==> src/rtl/ex_pipe_fwd.sv <==
// Execute-path pipeline (ID -> EX -> MEM -> WB) with EX/MEM and MEM/WB operand forwarding,
// a one-cycle load-use interlock, and a stall-only mode when forwarding is disabled.
module ex_pipe_fwd #(
    parameter int unsigned XLEN   = 32,
    parameter int unsigned NREGS  = 32,
    parameter int unsigned RAW    = $clog2(NREGS),
    parameter bit          FWD_EN = 1'b1
) (
    input  logic            clk,
    input  logic            reset,
    input  logic            in_valid,
    output logic            in_ready,
    input  logic [RAW-1:0]  in_rs1,
    input  logic [RAW-1:0]  in_rs2,
    input  logic [RAW-1:0]  in_rd,
    input  logic [2:0]      in_op,
    input  logic            in_use_imm,
    input  logic [XLEN-1:0] in_imm,
    input  logic            in_regwrite,
    input  logic            in_memread,
    input  logic            in_memwrite,
    output logic [XLEN-1:0] mem_addr,
    output logic [XLEN-1:0] mem_wdata,
    output logic            mem_we,
    output logic            mem_re,
    input  logic [XLEN-1:0] mem_rdata,
    output logic            wb_valid,
    output logic [RAW-1:0]  wb_rd,
    output logic [XLEN-1:0] wb_data,
    output logic            ex_zero
);

    localparam int unsigned SHW = $clog2(XLEN);

    logic [XLEN-1:0] regs_q [NREGS];

    logic            idex_valid_q, idex_regwrite_q, idex_memread_q, idex_memwrite_q;
    logic            idex_use_imm_q;
    logic [RAW-1:0]  idex_rs1_q, idex_rs2_q, idex_rd_q;
    logic [2:0]      idex_op_q;
    logic [XLEN-1:0] idex_imm_q, idex_a_q, idex_b_q;

    logic            exmem_valid_q, exmem_regwrite_q, exmem_memread_q, exmem_memwrite_q;
    logic [RAW-1:0]  exmem_rd_q;
    logic [XLEN-1:0] exmem_alu_q, exmem_store_q;

    logic            memwb_valid_q, memwb_regwrite_q;
    logic [RAW-1:0]  memwb_rd_q;
    logic [XLEN-1:0] memwb_data_q;

    logic            wb_we, rs2_used, idex_match, exmem_match, stall, fire, exmem_fwd_ok;
    logic [XLEN-1:0] id_a, id_b, ex_a, ex_rs2, ex_b, ex_alu;

    assign wb_we = memwb_valid_q && memwb_regwrite_q && (memwb_rd_q != '0);

    // Register read with same-cycle WB bypass; x0 always reads zero.
    always_comb begin
        id_a = '0;
        id_b = '0;
        if (in_rs1 != '0) id_a = (wb_we && (memwb_rd_q == in_rs1)) ? memwb_data_q : regs_q[in_rs1];
        if (in_rs2 != '0) id_b = (wb_we && (memwb_rd_q == in_rs2)) ? memwb_data_q : regs_q[in_rs2];
    end

    // rs2 is only ignored for immediate ALU ops and loads.
    assign rs2_used    = !in_use_imm || in_memwrite;
    assign idex_match  = (idex_rd_q != '0) &&
                         ((in_rs1 == idex_rd_q) || (rs2_used && (in_rs2 == idex_rd_q)));
    assign exmem_match = (exmem_rd_q != '0) &&
                         ((in_rs1 == exmem_rd_q) || (rs2_used && (in_rs2 == exmem_rd_q)));

    always_comb begin
        stall = 1'b0;
        if (FWD_EN) begin
            stall = idex_valid_q && idex_memread_q && idex_match;
        end else begin
            stall = (idex_valid_q && idex_regwrite_q && idex_match) ||
                    (exmem_valid_q && exmem_regwrite_q && exmem_match);
        end
    end

    assign in_ready = reset && !stall;
    assign fire     = in_valid && in_ready;

    // Loads in EX/MEM have no data yet; the interlock covers that case.
    assign exmem_fwd_ok = FWD_EN && exmem_valid_q && exmem_regwrite_q && !exmem_memread_q &&
                          (exmem_rd_q != '0);

    always_comb begin
        ex_a   = idex_a_q;
        ex_rs2 = idex_b_q;
        if (exmem_fwd_ok && (exmem_rd_q == idex_rs1_q)) begin
            ex_a = exmem_alu_q;
        end else if (FWD_EN && wb_we && (memwb_rd_q == idex_rs1_q)) begin
            ex_a = memwb_data_q;
        end
        if (exmem_fwd_ok && (exmem_rd_q == idex_rs2_q)) begin
            ex_rs2 = exmem_alu_q;
        end else if (FWD_EN && wb_we && (memwb_rd_q == idex_rs2_q)) begin
            ex_rs2 = memwb_data_q;
        end
        ex_b = idex_use_imm_q ? idex_imm_q : ex_rs2;
    end

    always_comb begin
        ex_alu = '0;
        unique case (idex_op_q)
            3'd0: ex_alu = ex_a + ex_b;
            3'd1: ex_alu = ex_a - ex_b;
            3'd2: ex_alu = ex_a & ex_b;
            3'd3: ex_alu = ex_a | ex_b;
            3'd4: ex_alu = ex_a ^ ex_b;
            3'd5: ex_alu = {{(XLEN-1){1'b0}}, ($signed(ex_a) < $signed(ex_b))};
            3'd6: ex_alu = ex_a << ex_b[SHW-1:0];
            3'd7: ex_alu = ex_a >> ex_b[SHW-1:0];
        endcase
    end

    always_ff @(posedge clk) begin
        if (!reset) begin
            for (int unsigned i = 0; i < NREGS; i++) regs_q[i] <= '0;
            idex_valid_q     <= 1'b0;
            idex_regwrite_q  <= 1'b0;
            idex_memread_q   <= 1'b0;
            idex_memwrite_q  <= 1'b0;
            idex_use_imm_q   <= 1'b0;
            idex_rs1_q       <= '0;
            idex_rs2_q       <= '0;
            idex_rd_q        <= '0;
            idex_op_q        <= '0;
            idex_imm_q       <= '0;
            idex_a_q         <= '0;
            idex_b_q         <= '0;
            exmem_valid_q    <= 1'b0;
            exmem_regwrite_q <= 1'b0;
            exmem_memread_q  <= 1'b0;
            exmem_memwrite_q <= 1'b0;
            exmem_rd_q       <= '0;
            exmem_alu_q      <= '0;
            exmem_store_q    <= '0;
            memwb_valid_q    <= 1'b0;
            memwb_regwrite_q <= 1'b0;
            memwb_rd_q       <= '0;
            memwb_data_q     <= '0;
        end else begin
            if (wb_we) regs_q[memwb_rd_q] <= memwb_data_q;

            idex_valid_q     <= fire;
            idex_regwrite_q  <= fire && in_regwrite;
            idex_memread_q   <= fire && in_memread;
            idex_memwrite_q  <= fire && in_memwrite;
            idex_use_imm_q   <= in_use_imm;
            idex_rs1_q       <= in_rs1;
            idex_rs2_q       <= in_rs2;
            idex_rd_q        <= in_rd;
            idex_op_q        <= in_op;
            idex_imm_q       <= in_imm;
            idex_a_q         <= id_a;
            idex_b_q         <= id_b;

            exmem_valid_q    <= idex_valid_q;
            exmem_regwrite_q <= idex_regwrite_q;
            exmem_memread_q  <= idex_memread_q;
            exmem_memwrite_q <= idex_memwrite_q;
            exmem_rd_q       <= idex_rd_q;
            exmem_alu_q      <= ex_alu;
            exmem_store_q    <= ex_rs2;

            memwb_valid_q    <= exmem_valid_q;
            memwb_regwrite_q <= exmem_regwrite_q;
            memwb_rd_q       <= exmem_rd_q;
            memwb_data_q     <= exmem_memread_q ? mem_rdata : exmem_alu_q;
        end
    end

    assign mem_addr  = exmem_alu_q;
    assign mem_wdata = exmem_store_q;
    assign mem_we    = reset && exmem_valid_q && exmem_memwrite_q;
    assign mem_re    = reset && exmem_valid_q && exmem_memread_q;
    assign wb_valid  = reset && memwb_valid_q;
    assign wb_rd     = memwb_rd_q;
    assign wb_data   = memwb_data_q;
    assign ex_zero   = reset && idex_valid_q && (ex_alu == '0);

endmodule

==> config.mk <==
export PLATFORM = sky130hd
export DESIGN_NAME = ex_pipe_fwd
export DESIGN_NICKNAME = d
export VERILOG_FILES = /design/src/rtl/ex_pipe_fwd.sv
export SDC_FILE = /design/constraint.sdc
export NUM_CORES = 2
export LEC_CHECK = 0
export BUFFER_PORTS_ARGS = -buffer_cell sky130_fd_sc_hd__buf_2
export CAP_MARGIN = 20
export CORE_UTILIZATION = 45
export CTS_CLUSTER_SIZE = 8
export DETAILED_ROUTE_END_ITERATION = 7
export MAX_ROUTING_LAYER = met4
export PLACE_DENSITY = 0.65
export SLEW_MARGIN = 20
export SYNTH_ARGS = -nofsm -noshare
export SYNTH_HDL_FRONTEND = slang
export SYNTH_SLANG_ARGS = --single-unit
==> constraint.sdc <==
create_clock -name clk -period 23.4 [get_ports clk]
set_input_delay 3.51 -clock clk [delete_from_list [all_inputs] [get_ports clk]]
set_output_delay 3.51 -clock clk [all_outputs]
set_load 0.01 [all_outputs]
[After elaboration in Yosys (flattened, before gate mapping)]
Memory sizes are Yosys's and may differ from the RTL's. A register that Yosys moved wholly into a read port is not among the register bits.
Cells that the tools add are included.
Word-level totals
  bits in latches: 0
  register bits: 167
  memory bits (read-only): 0
  memories: 1
  logic and storage cells: 98
  bits in writable memories: 1024
  bits of input ports: 89
Operators by class
  add/sub/neg operators: 2
  shifts and indexed selects: 2
  bitwise gates (word level): 3
  reduce and logical (&&, ||, !) cells: 41
  divide/modulo/power cells: 0
  multipliers: 0
  muxes and demuxes: 14
  eq/ne operators: 13
  order comparisons: 1
Memories
  regs_q: words 32, bits a word 32, read ports 2, clocked after memory_dff 2, wr ports 32, line 35  | logic [XLEN-1:0] regs_q [NREGS];
Operators with widths (count)
  32-bit case mux with 8 select lines: 1
  32-bit two-way mux: 7
  32-bit adder: 1
  32-bit bitwise AND: 1
  32-bit zero test: 1
  32-bit less-than comparator: 1
  32-bit OR: 1
  32-bit OR reduction: 1
  32-bit by 5-bit << shifter with 32-bit output: 1
  32-bit by 5-bit >> shifter with 32-bit output: 1
  32-bit subtractor: 1
  32-bit XOR: 1
  5-bit == test: 6
  5-bit nonzero test: 5
  1-bit logical AND: 24
  3-bit == test (second input constant): 4
  3-bit by 2-bit == test with 1-bit output (second input constant): 2
  1-bit zero test: 5
  1-bit two-way mux: 5
  5-bit two-way mux: 1
  2-bit AND reduction: 2
  3-bit by 1-bit == test with 1-bit output (second input constant): 1
  3-bit zero test: 1
  1-bit logical OR: 2

[Longest topological paths before layout]
  word-level depth: 10
  gate-level depth with buffers: 29
  mapped depth without buffers: 23

[Least setup slack after synthesis]
OpenSTA, ideal clock, no wires.
  path type: register to output
  start point: register memwb_rd_q[0], in the netlist wb_rd[0]
  end point: output ex_zero
  arrival: 6.508 ns
  stages on the path, launching flop included: 29
  setup slack: 13.382 ns
  buffers on the path: 6
  path through: dfxtp_1 -> buf_2 -> nor2_1 -> a21o_1 -> buf_2 -> clkbuf_1 -> or3_1 -> clkbuf_1 -> clkbuf_1 -> mux2i_1 -> o21ai_0 -> nand2_1 -> nand2_1 -> ha_1 -> clkbuf_1 -> nor2b_1 -> o21ba_2 -> a311oi_1 -> o311ai_0 -> a21oi_1 -> o41a_1 -> a211oi_1 -> nor3b_1 -> mux2i_1 -> a22oi_1 -> nand3_1 -> or4_1 -> or4_1 -> nor2_1
On the way
  longest elaborated chain between the ends: 10
  elaborated cells on any way between the ends: 22
  those cells by class: 2 x add/sub; 1 x order compare; 2 x eq/ne; 2 x shift; 6 x mux; 3 x bitwise; 6 x reduce/logical
RTL lines
  start, declared: line 48  | logic [RAW-1:0] memwb_rd_q;
  start signal, assigned: line 170  | memwb_rd_q <= exmem_rd_q;
  5-bit nonzero test: line 54  | assign wb_we = memwb_valid_q && memwb_regwrite_q && (memwb_rd_q != '0);
  1-bit logical AND: line 54
  1-bit logical AND: line 98  | end else if (FWD_EN && wb_we && (memwb_rd_q == idex_rs2_q)) begin
  32-bit two-way mux: line 98
  32-bit two-way mux: line 96  | if (exmem_fwd_ok && (exmem_rd_q == idex_rs2_q)) begin
  32-bit two-way mux: line 101  | ex_b = idex_use_imm_q ? idex_imm_q : ex_rs2;
  32-bit subtractor (tied with other cells): line 108  | 3'd1: ex_alu = ex_a - ex_b;
  32-bit case mux with 8 select lines *: line 106  | unique case (idex_op_q)
  32-bit zero test *: line 182  | assign ex_zero = reset && idex_valid_q && (ex_alu == '0);
  1-bit logical AND *: line 182
  end, declared: line 30  | output logic ex_zero
Every way passes the cells marked *; elsewhere a longest branch is shown, timed or not.

[Worst setup path after layout]
  start point: register exmem_memread_q
  end point: output ex_zero
On the way
  longest elaborated chain between the ends: 10
  elaborated cells on any way between the ends: 19
  those cells by class: 2 x add/sub; 1 x order compare; 2 x shift; 4 x mux; 3 x bitwise; 7 x reduce/logical
RTL lines
  start, declared: line 43  | logic exmem_valid_q, exmem_regwrite_q, exmem_memread_q, exmem_memwrite_q;
  start signal, assigned: line 162  | exmem_memread_q <= idex_memread_q;
  1-bit zero test *: line 85  | assign exmem_fwd_ok = FWD_EN && exmem_valid_q && exmem_regwrite_q && !exmem_memread_q &&
  1-bit logical AND * (2 in series): line 85
  1-bit logical AND: line 96
  32-bit two-way mux: line 96
  32-bit two-way mux: line 101
  32-bit subtractor (tied with other cells): line 108
  32-bit case mux with 8 select lines *: line 106
  32-bit zero test *: line 182
  1-bit logical AND *: line 182
Marked as above.

==> summary.txt <==
Power per cell area -> 74.6 nW/µm²
FP Rows -> 147
Met3 Use GR -> 0.101
GRT busiest layer -> met2
Mapped Cells -> 6,663
Drt total wl -> 320 mm
RSZ-0062 raised after global routing -> no
Vias in the first global route -> 57,700
Most instantiated cells after synthesis -> and2_1 (1,042), edfxtp_1 (1,024), clkbuf_1 (533)
Max-cap violations -> 0
Final min period -> 12.94 ns
Initial antenna violation count -> 30
Fraction of post-synthesis cell area in the top cell type by area -> 0.419
Reg clk slew, reported paths -> 0.05 ns
Largest cells by area after synthesis -> edfxtp_1 (42%), and2_1 (8.9%), mux4_2 (8.0%), mux2i_1 (6.6%), dfxtp_1 (6.3%)
Post-CTS Setup Repair Bufs -> 0
DP HPWL -> 208 mm
Clock Skews -> 0.0635 ns
Via density -> 6.74
Top Family by Delay on Critical Path -> simple AND/OR/NAND/NOR gates
Port bufs -> 194
Setup WS post-layout -> 10.46 ns
CTS sink count -> 1,255
Period utilisation layout -> 0.553
Area Overhead vs Synth -> 12.2%
PostCTS Resize Cnt -> 0
Hold Vio Cnt, Final -> 0
Status -> finished, final reports clean
Setup WS pre-CTS -> 11.43 ns
Max VDD drop -> 0.0859 mV
Warnings from Yosys -> 0
Die footprint -> 165,000 µm²
Critical Path Fanout Max -> 34
Final ANT Viol Nets -> 0
Drt drc -> 0
Leakage -> 30.7 nW
Vias -> 60,200
Power Total -> 6.15 mW
Layout fillers -> 14,200
CP Buf/Inv Count -> 4
CTS Hold Bufs -> 0
Worst skew pair latency -> 0.86 ns
Routing usage on met1 -> 0.510
Final cell count without fillers -> 8,935
Grt met2 use -> 0.564
Post-Syn Area per Cell -> 11.0 µm²
Pre-antenna DRT Iters -> 7
Sequential area share after synthesis -> 0.481
Largest net degree at the start of global routing -> 90
DR WL/cell -> 35.8 µm
Worst Path Required -> 19.89 ns
Max Buffers Root-to-Sink -> 3
Mapped cell area -> 73,500 µm²
Die Y -> 406 µm
Starting Density -> 0.455
Yosys reg bits -> 1,255
# IOs -> 195
CP endpoint kind -> output pin
Register area -> 35,400 µm²
Worst path max stage delay -> 0.92 ns
CTS tree -> done
Setup violators final -> 0
EDFF count, synth -> 1,024
Most common cell in the netlist -> and2_1
Slew HR -> 0.183
Total track usage -> 0.394
Layout cells sized above 1 -> 0.173
DR iter-0 viols -> 9,687
Die width -> 406 µm
Crit start category -> flop
Worst Max-Slew Pin Slew -> 1.21 ns
Max-slew violation count -> 0
GR Overflow Total -> 0
Hold Crit Class -> reg2reg
Routability cong. -> 1.04
Netlist cell types -> 95
Min Hold Slack -> 0.430 ns
Final #Nets -> 6,852
Setup TNS -> 0 ns
Synth async-reset ratio -> 0
Peak Freq -> 77.3 MHz
Clk root buf -> clkbuf_16
Critical path type -> reg2out
Placed cell count -> 8,646
Area of the multi-input gates -> 35,900 µm²
First-pass GRT wire length -> 442 mm
Core footprint -> 161,000 µm²
Primary FF master, synth -> edfxtp_1
Largest area contributor in the netlist -> edfxtp_1
Worst EP arrival -> 9.43 ns
Slowest-stage cell, CP -> or4_1
TritonCTS buffer count -> 176
Htree depth -> 4
-- state kept, by name, indices dropped and copies added, names as in the netlist, 3 cells and up --
name        count
idex_rs2_q      5
idex_op_q       3
exmem_rd_q      5
mem_wdata      32
idex_rs1_q      5
idex_imm_q     32
wb_rd           5
idex_a_q       32
regs_q       1024
mem_addr       32
idex_rd_q       5
wb_data        32
idex_b_q       32
-- layout by cell type (no fill, tap or decap), types with 97 or more instances in the layout --
cell type,Yosys,final
and2_1,1042,1042
edfxtp_1,1024,1024
mux2i_1,487,487
nor2_1,428,391
o21ai_0,401,368
a21oi_1,341,340
mux4_2,260,260
buf_4,4,253
dfxtp_1,231,229
nand2_1,208,207
buf_2,29,183
clkbuf_16,0,179
a22oi_1,160,160
nor3_1,149,148
a221oi_1,139,139
mux2_2,137,137
o211ai_1,132,132
ha_1,97,97
-- final timing paths --
kind	from	endpoint	slack, ns	cells past startpoint
setup reg to reg	exmem_memread_q	mem_addr[29]	15.68	21
setup / recovery	exmem_memread_q	ex_zero	10.46	25
hold / removal	idex_memwrite_q	exmem_memwrite_q	0.43	1
hold reg to reg	idex_memwrite_q	exmem_memwrite_q	0.43	1
-- stage by stage --
| stage | instance area, µm² | util |
|---|---|---|
| 3_3_place_gp | 77300 | 0.479 |
| 5_1_grt | 82400 | 0.511 |
| 6_report | 82500 | 0.511 |
| 2_1_floorplan | 73600 | - |
| 3_5_place_dp | 77300 | 0.479 |
| 4_1_cts | 82400 | 0.511 |
-- power by group --
group,switching (mW),internal [mW],total (mW)
logic,0.779,0.345,1.12
clock network,1.01,1.41,2.43
registers,0.0907,2.51,2.60
-- cell type report --
class,count,share of cell area
timing repair buffer,443,0.0354
tap,2160,0.0328
clock inverter,14,0.00361
multi-input combinational,4688,0.436
antenna,18,0.000546
clock buffer,257,0.0584
inverter,100,0.00458
sequential,1255,0.429
-- routing by layer --
metal	wire (µm)	up-vias	share of wire
li1	-	24900	-
met1	123000	30000	0.38
met2	139000	4442	0.43
met3	39500	939	0.12
met4	19100	0	0.060
met5	0	-	0
-- cell families after synthesis --
family / after synthesis / synth area share
AND/OR/NAND/NOR: 2085 / 0.153
multiplexers: 884 / 0.167
AO/OA/AOI/OAI: 1517 / 0.133
XOR/XNOR: 70 / 0.00834
flip-flops: 1255 / 0.481
adder cells (fa/ha/maj): 100 / 0.0172
other: 1 / 0.0000510
buffers and inverters: 751 / 0.0395
No activity file was read; power rests on OpenSTA's default activity.
